File: config.mk
export PLATFORM = sky130hd
export DESIGN_NAME = temp_avg_engine
export DESIGN_NICKNAME = d
export VERILOG_FILES = /design/src/rtl/temp_avg_engine.sv
export SDC_FILE = /design/constraint.sdc
export NUM_CORES = 1
export LEC_CHECK = 0
export ABC_CLOCK_PERIOD_IN_PS = 5050
export CAP_MARGIN = 20
export CORE_MARGIN = 2
export CORE_UTILIZATION = 45
export CTS_CLUSTER_DIAMETER = 200
export CTS_CLUSTER_SIZE = 20
export DETAILED_ROUTE_END_ITERATION = 16
export PLACE_DENSITY = 0.67
export SLEW_MARGIN = 40
export SYNTH_ARGS = -nofsm -noshare
export SYNTH_HDL_FRONTEND = slang
export SYNTH_SLANG_ARGS = --single-unit
File: constraint.sdc
create_clock -name clk_i -period 5.05 [get_ports clk_i]
set_clock_uncertainty 0.2 [all_clocks]
set_input_delay 0.7575 -clock clk_i [delete_from_list [all_inputs] [get_ports clk_i]]
set_output_delay 0.7575 -clock clk_i [all_outputs]
set_load 0.005 [all_outputs]
File: src/rtl/temp_avg_engine.sv
// Averages up to eight 8-bit sensor readings.
// One reading is accumulated per cycle, then a 16-step restoring divide yields the quotient and remainder.
module temp_avg_engine (
  input  logic        clk_i,
  input  logic        rst_n_i,
  input  logic        start_i,
  input  logic [63:0] sensors_data_i,
  input  logic [7:0]  sensors_en_i,
  output logic        busy_o,
  output logic        done_o,
  output logic [15:0] temp_Q_o,
  output logic [15:0] temp_R_o,
  output logic [7:0]  active_sensors_nr_o,
  output logic        div_zero_o
);

  typedef enum logic [1:0] {IDLE, ACCUM, DIVIDE, DONE} state_t;

  state_t      state, state_next;
  logic [63:0] data_q;
  logic [7:0]  en_q;
  logic [3:0]  step;
  logic [10:0] sum;
  logic [3:0]  count;
  logic [15:0] quo;
  logic [15:0] rem;

  logic [7:0]  reading;
  logic        sel;
  logic [10:0] sum_next;
  logic [3:0]  count_next;
  logic [15:0] divisor;
  logic [15:0] rem_shift;
  logic        fits;
  logic [15:0] rem_step;
  logic [15:0] quo_step;

  // Accumulate and divide-step datapath, shared by the FSM and the register update.
  always_comb begin
    reading    = data_q[{step[2:0], 3'b000} +: 8];
    sel        = en_q[step[2:0]];
    sum_next   = sum + (sel ? {3'b000, reading} : 11'd0);
    count_next = count + {3'b000, sel};
    divisor    = {12'd0, count};
    rem_shift  = {rem[14:0], quo[15]};
    fits       = (rem_shift >= divisor);
    rem_step   = fits ? (rem_shift - divisor) : rem_shift;
    quo_step   = {quo[14:0], fits};
  end

  always_ff @(posedge clk_i) begin
    if (!rst_n_i) state <= IDLE;
    else          state <= state_next;
  end

  // NOTE: every output of this block gets a default first, so no latch is inferred.
  always_comb begin
    state_next = state;
    busy_o     = (state != IDLE);
    done_o     = (state == DONE);
    case (state)
      IDLE:   if (start_i) state_next = ACCUM;
      ACCUM:  if (step[2:0] == 3'd7) state_next = (count_next != 4'd0) ? DIVIDE : DONE;
      DIVIDE: if (step == 4'd15) state_next = DONE;
      DONE:   state_next = IDLE;
      default: state_next = IDLE;
    endcase
  end

  // NOTE: sequential state uses non-blocking assignments; the reset clears every register
  // so an aborted pass leaves no trace on the outputs.
  always_ff @(posedge clk_i) begin
    if (!rst_n_i) begin
      data_q              <= '0;
      en_q                <= '0;
      step                <= '0;
      sum                 <= '0;
      count               <= '0;
      quo                 <= '0;
      rem                 <= '0;
      temp_Q_o            <= '0;
      temp_R_o            <= '0;
      active_sensors_nr_o <= '0;
      div_zero_o          <= 1'b0;
    end else begin
      case (state)
        IDLE: begin
          if (start_i) begin
            data_q <= sensors_data_i;
            en_q   <= sensors_en_i;
            sum    <= '0;
            count  <= '0;
            step   <= '0;
          end
        end
        ACCUM: begin
          sum   <= sum_next;
          count <= count_next;
          if (step[2:0] == 3'd7) begin
            step <= '0;
            quo  <= {5'd0, sum_next};
            rem  <= '0;
            if (count_next == 4'd0) begin
              temp_Q_o            <= '0;
              temp_R_o            <= '0;
              active_sensors_nr_o <= '0;
              div_zero_o          <= 1'b1;
            end
          end else begin
            step <= step + 4'd1;
          end
        end
        DIVIDE: begin
          quo  <= quo_step;
          rem  <= rem_step;
          step <= step + 4'd1;
          // Results land together with the final quotient bit, never mid-divide.
          if (step == 4'd15) begin
            temp_Q_o            <= quo_step;
            temp_R_o            <= rem_step;
            active_sensors_nr_o <= {4'd0, count};
            div_zero_o          <= 1'b0;
          end
        end
        default: ;
      endcase
    end
  end

endmodule

## Yosys cells after proc, flatten, opt, wreduce, memory -nomap -nowiden

Index checks and enable logic that the tools add are counted.

| word-level totals | value |
|---|---|
| register bits | 165 |
| logic and storage cells | 74 |

| cells by class | value |
|---|---|
| equality and inequality tests | 9 |
| mux-type cells | 33 |
| shift operators | 1 |
| magnitude comparators | 2 |
| add/subtract/negate cells | 4 |
| reductions and logical operators | 13 |

Operators by type and width:

| cell | number |
|---|---|
| 2-to-1 mux 16 bit | 6 |
| one-hot mux 16 bit (2 select lines) | 3 |
| indexed part select 64 x 7 -> 8 bit | 1 |
| 2-to-1 mux 8 bit | 4 |
| one-hot mux 15 bit (2 select lines) | 1 |
| one-hot mux 11 bit (2 select lines) | 1 |
| greater-or-equal comparator 16 x 4 -> 1 bit | 1 |
| one-hot mux 8 bit (2 select lines) | 1 |
| subtractor 16 x 4 -> 16 bit | 1 |
| 2-to-1 mux 15 bit | 1 |
| one-hot mux 4 bit (3 select lines) | 1 |
| adder 11 x 8 -> 11 bit | 1 |
| 2-to-1 mux 11 bit | 1 |
| 2-to-1 mux 4 bit | 2 |
| != test 2 bit, second input constant | 4 |
| one-hot mux 2 bit (4 select lines) | 1 |
| one-hot mux 4 bit (2 select lines) | 1 |
| AND reduction 2 bit | 4 |
| 2-to-1 mux 2 bit | 3 |
| nonzero test 2 bit | 3 |
| 2-to-1 mux 1 bit | 5 |
| adder 4 x 1 -> 4 bit | 1 |
| adder 4 x 1 -> 4 bit, second input constant | 1 |
| == test 2 bit, second input constant | 2 |
| 12 further kinds | 12 |

## Logic depth before layout (Yosys ltp)

| depth | value |
|---|---|
| depth in word-level cells | 7 |
| depth in mapped cells | 14 |

## Least setup slack after synthesis

Ideal clock, no wire load.

| timing path | value |
|---|---|
| path kind | reg-to-reg |
| start point | register step[1] |
| end point | register sum[10] |
| setup slack | 1266 ps |
| buffers on the path | 2 |
| stages on the path, launching flop included | 15 |
| data arrival time | 3462 ps |
| cells stage by stage | dfxtp_1 -> buf_1 -> clkbuf_1 -> mux4_2 -> mux2i_1 -> nor2_1 -> ha_1 -> inv_1 -> fa_1 -> nor2b_1 -> o31a_1 -> o41ai_1 -> o21ba_2 -> mux2i_1 -> a311o_1 |

| between the ends | value |
|---|---|
| cells in the longest elaborated chain, start to end | 5 |

Ends and longest elaborated chain:

| element | line | text |
|---|---|---|
| start, declared | 22 | `logic [3:0] step;` |
| start signal, assigned | 110 | `step <= step + 4'd1;` |
| start signal, assigned | 116 | `step <= step + 4'd1;` |
| parallel branches: the longest is 2 deep, another holds indexed part select 64 x 7 -> 8 bit | n/a |  |
| 2-to-1 mux 8 bit * | 42 | `sum_next = sum + (sel ? {3'b000, reading} : 11'd0);` |
| adder 11 x 8 -> 11 bit * | 42 |  |
| one-hot mux 11 bit (2 select lines) * | 86 | `case (state)` |
| end signal, assigned | 97 | `sum <= sum_next;` |
| end, declared | 23 | `logic [10:0] sum;` |

Every way passes the cells marked *. The select of a mux whose other input is x is not followed.
A chain may end at the register's enable or synchronous reset.

## Worst setup path in the final report

| timing path | value |
|---|---|
| start point | register step[0] |
| end point | register temp_R_o[14] |

| between the ends | value |
|---|---|
| cells in the longest elaborated chain, start to end | 6 |

Ends and longest elaborated chain:

| element | line | text |
|---|---|---|
| binary-select mux 1 bit (select 3 bit) | 41 | `sel = en_q[step[2:0]];` |
| 2-to-1 mux 1 bit (implied by the code) | 41 |  |
| adder 4 x 1 -> 4 bit | 43 | `count_next = count + {3'b000, sel};` |
| zero test 4 bit | 103 | `if (count_next == 4'd0) begin` |
| != test 2 bit (no line) | n/a |  |
| AND reduction 4 bit (no line) * | n/a |  |
| end signal, assigned | 120 | `temp_R_o <= rem_step;` |
| end, declared | 12 | `output logic [15:0] temp_R_o,` |

Every way passes the cells marked *; elsewhere a longest branch is shown, timed or not. The select of a mux whose other input is x is not followed.

==> results by group <==
Run status
  • Status: finished, final reports clean

Clocking
  • H-tree levels: 4
  • Cts repair resizes: 0
  • Num Clock Sinks: 161
  • TritonCTS clock tree: built
  • Hold Buf Count CTS: 0
  • Worst skew pair latency: 0.43 ns
  • Total CTS buffers: 17
  • Post-CTS setup repair buffer count: 0
  • Root Driver: clkbuf_16
  • Clock slew at reported path FFs: ~0.060 ns
  • Clk buf depth: 2

Drt
  • Overall routed net length: between 15000 and 20000 um
  • # DRC: 0
  • Pre-Repair DR Iteration Count: 5
  • Wire per inst: 15.5 um
  • Post-route ant nets: 0
  • Routed vias: 6515
  • 1st-iter DRT viols: 452
  • DR vias/cell: 5.38

Synthesis
  • Synth warnings: 0
  • Netlist cell types: 59
  • Post-synthesis adder-cell area fraction: 3.91%
  • Post-synthesis compound-gate area fraction: 17.9%
  • Post-synthesis mux area share: 7.81%
  • Post-Synth Simple-Gate Area: 20.7%
  • Xor/xnor share of the synthesized area: 2.00%
  • Post-synth EDFFs: 0
  • Post-Syn Instances: 894
  • Largest family of logic cells by synthesized area: simple AND/OR/NAND/NOR gates
  • Cell Area, Synth: 0.00743 mm^2
  • Synth Area per Inst: 8.31 um^2
  • Register bit total from synthesis: roughly 160
  • Synth Flop Type: dfxtp_1
  • Post-synthesis sequential area ratio: between 40 and 50%
  • Post-synth ARST share: 0%

Pwr
  • Clock power share: 33.5%
  • Part of the power in combinational logic: about a quarter
  • Worst vdd ir: 0.286 mV
  • Leakage: 0.00340 uW
  • Part of the power in registers: 39.8%
  • Internal: roughly 2500 uW
  • PD cells: 404 mW/mm^2
  • P_sw: 1300 uW
  • Switching part of the total: 34.5%

Placement
  • Setup Slack @ Placement: ~1.1 ns
  • Placer Congestion: 0.854
  • Port buffer count: 113
  • Dpl hpwl: approximately 14000 um

Critical path
  • Critical Path AT: slightly above 4 ns
  • CP max stage cell: mux4_2
  • Critical Path RT: between 5 and 6 ns
  • Critical path startpoint category: register
  • Cell mode on critical path: ha_1
  • Maximum fanout along the worst path: 13
  • Buffers and inverters on the worst path: 2
  • Worst setup EP type: register
  • Critical path's largest stage delay: about 0.55 ns
  • CP Class: reg2reg
  • Critical Path, Cell by Cell: mux4_2, mux2i_1, inv_1, ha_1, ha_1, xnor2_1, nand4_1, a21boi_2, buf_4, nand2_1, o21ai_0
  • Largest delay share family, worst path: multiplexers

Final layout
  • Fillers: 1528
  • Multi-input logic area: 0.00392 mm^2
  • Area grow syn2layout: 25.2%
  • Sequential standard cell area: roughly 0.0032 mm^2
  • Nets: 1079
  • Antenna cells: 0
  • Share of layout cells above drive strength 1: 8.24%

STA
  • Endpoints failing hold: 0
  • Setup TNS: 0 ns
  • Hold WS: 0.252 ns
  • Max Fclk: around 250 MHz
  • Min setup slack post-route: 1.10 ns
  • Slew of the pin with the lowest slew margin: 0.811 ns
  • Slew Viols, Final: 0
  • Min cycle time layout: 3.95 ns
  • Unrepaired setup endpoints after global routing: false
  • Tcrit/Tclk final: roughly 78%
  • Setup violators final: 0
  • Slew Limit Headroom: 46.0%

GRT
  • All-Layer GR Usage: 21.6%
  • Vias in the first global route: 6131
  • First-pass GRT wire length: 30900 um
  • Initial antenna violation count: 0
  • Largest net degree at the start of global routing: 74
  • Grt ovf: 0

Floorplan
  • Die Height: 133 um
  • Top-level I/O count: ~120
  • Die area: 0.0176 mm^2
  • Rows: 46
  • Initial Util: 46.5%
  • Core area: 0.0160 mm^2
  • Die X-Extent: 133 um

Flow run
  • Number of max-cap violations: 0

Hold path
  • Tightest Hold Check Type: reg2reg
-- synthesized netlist by cell type, types with 2 or more instances --
cell type,instances,area (um^2)
nand2_1,201,754
dfxtp_1,161,3220
a21oi_1,128,641
nor2_1,54,203
clkbuf_1,50,188
nand3_1,50,250
o21ai_0,36,180
ha_1,20,250
mux4_2,18,405
a22oi_1,17,128
inv_1,16,60.1
mux2i_1,16,160
xnor2_1,12,105
nand2b_1,9,56.3
a211oi_1,7,52.6
and2_1,7,43.8
buf_1,6,22.5
nand4_1,6,37.5
o211ai_1,5,37.5
o2bb2ai_1,5,43.8
xor2_1,5,43.8
buf_4,4,30.0
nor2b_1,4,25.0
or3_1,4,25.0
and3_1,3,18.8
nor3_1,3,15.0
o31ai_1,3,22.5
or2_2,3,18.8
a21o_1,2,15.0
a22o_1,2,17.5
and4_1,2,17.5
buf_2,2,10.0
fa_1,2,40.0
nand4b_1,2,17.5
o2111ai_1,2,17.5
o21bai_1,2,15.0
o31a_1,2,17.5
o41ai_1,2,17.5
-- stage by stage --
step	power (uW)	utilization, %	std cells	instance area [um^2]
6_report	3760	58.1	1211	9300
5_1_grt	3960	58.1	1211	9300
4_1_cts	3770	58.1	1211	9300
3_5_place_dp	2510	54.5	1179	8720
3_3_place_gp	2510	54.5	1179	8720
2_1_floorplan	2190	-	897	7440
-- flip-flops by register name (all words and copies together), names as in the netlist --
name / count
active_sensors_nr_o: 4
count: 4
data_q: 64
div_zero_o: 1
en_q: 8
quo: 16
rem: 15
state: 2
step: 4
sum: 11
temp_Q_o: 16
temp_R_o: 16
-- worst register-to-register path, delay by kind of cell, from the launching register on --
kind                       cells  cell delay [ns]
muxes                          2             1.03
adders and majority gates      2             0.45
xor gates and xnor gates       1             0.19
DFF                            1             0.52
and+or+nand+nor                2             0.32
buffers and inverters          2             0.43
AOI/OAI and AO/OA              2             0.73
-- placed cells by master (no fill, tap or decap), drive strengths merged, types with 12 or more instances in the layout --
cell type / count
nand2: 202
nor2: 54
dfxtp: 161
o21ai: 36
inv: 21
clkbuf: 19
mux2i: 16
a21oi: 128
mux4: 18
nand3: 50
a22oi: 17
clkdlybuf4s50: 113
ha: 20
buf: 15
xnor2: 12
-- power by group through the flow --
stage	sequential [uW]	clock, uW	combinational [uW]
6_report	1490	1260	1000
5_1_grt	1510	1340	1110
4_1_cts	1490	1280	999
3_5_place_dp	1520	0	994
3_3_place_gp	1520	0	995
2_1_floorplan	1480	0	703
-- path summary, 6_finish.rpt --
check                                  from                   endpoint  slack, ns  depth (start not counted)
setup / recovery       step[0]$_SDFFE_PN0P_  temp_R_o[14]$_SDFFE_PN0P_       1.10                         11
hold / removal    temp_Q_o[11]$_SDFFE_PN0P_  temp_Q_o[11]$_SDFFE_PN0P_       0.25                          2
setup reg to reg       step[0]$_SDFFE_PN0P_  temp_R_o[14]$_SDFFE_PN0P_       1.10                         11
hold reg to reg   temp_Q_o[11]$_SDFFE_PN0P_  temp_Q_o[11]$_SDFFE_PN0P_       0.25                          2
-- metal layers --
metal	wire, um	part of all wire [%]	track usage [%]	vias to the layer above
li1	-	-	-	3282
met1	8950	48	30.0	3030
met2	8630	46	34.1	177
met3	852	4.5	4.25	26
met4	334	1.8	6.51	0
met5	0	0	0	-
-- logic make-up (layout without fill, tap and decap cells) --
kind of cell               Yosys count  in the layout
DFF                                161            161
adders and majority gates           22             22
and+or+nand+nor                    354            354
other                                1              4
buffers and inverters               79            177
AOI/OAI and AO/OA                  225            225
muxes                               35             35
xor gates and xnor gates            17             17
-- area by class of cell --
| cell class | instances | share of cell area (%) |
|---|---|---|
| sequential | 161 | 34.6 |
| multi-input combinational | 657 | 42.2 |
| tap | 216 | 2.90 |
| clock inverter | 13 | 1.36 |
| clock buffer | 19 | 4.87 |
| timing repair buffer | 128 | 13.4 |
| inverter | 17 | 0.699 |
No activity file was read; power rests on OpenSTA's default activity.
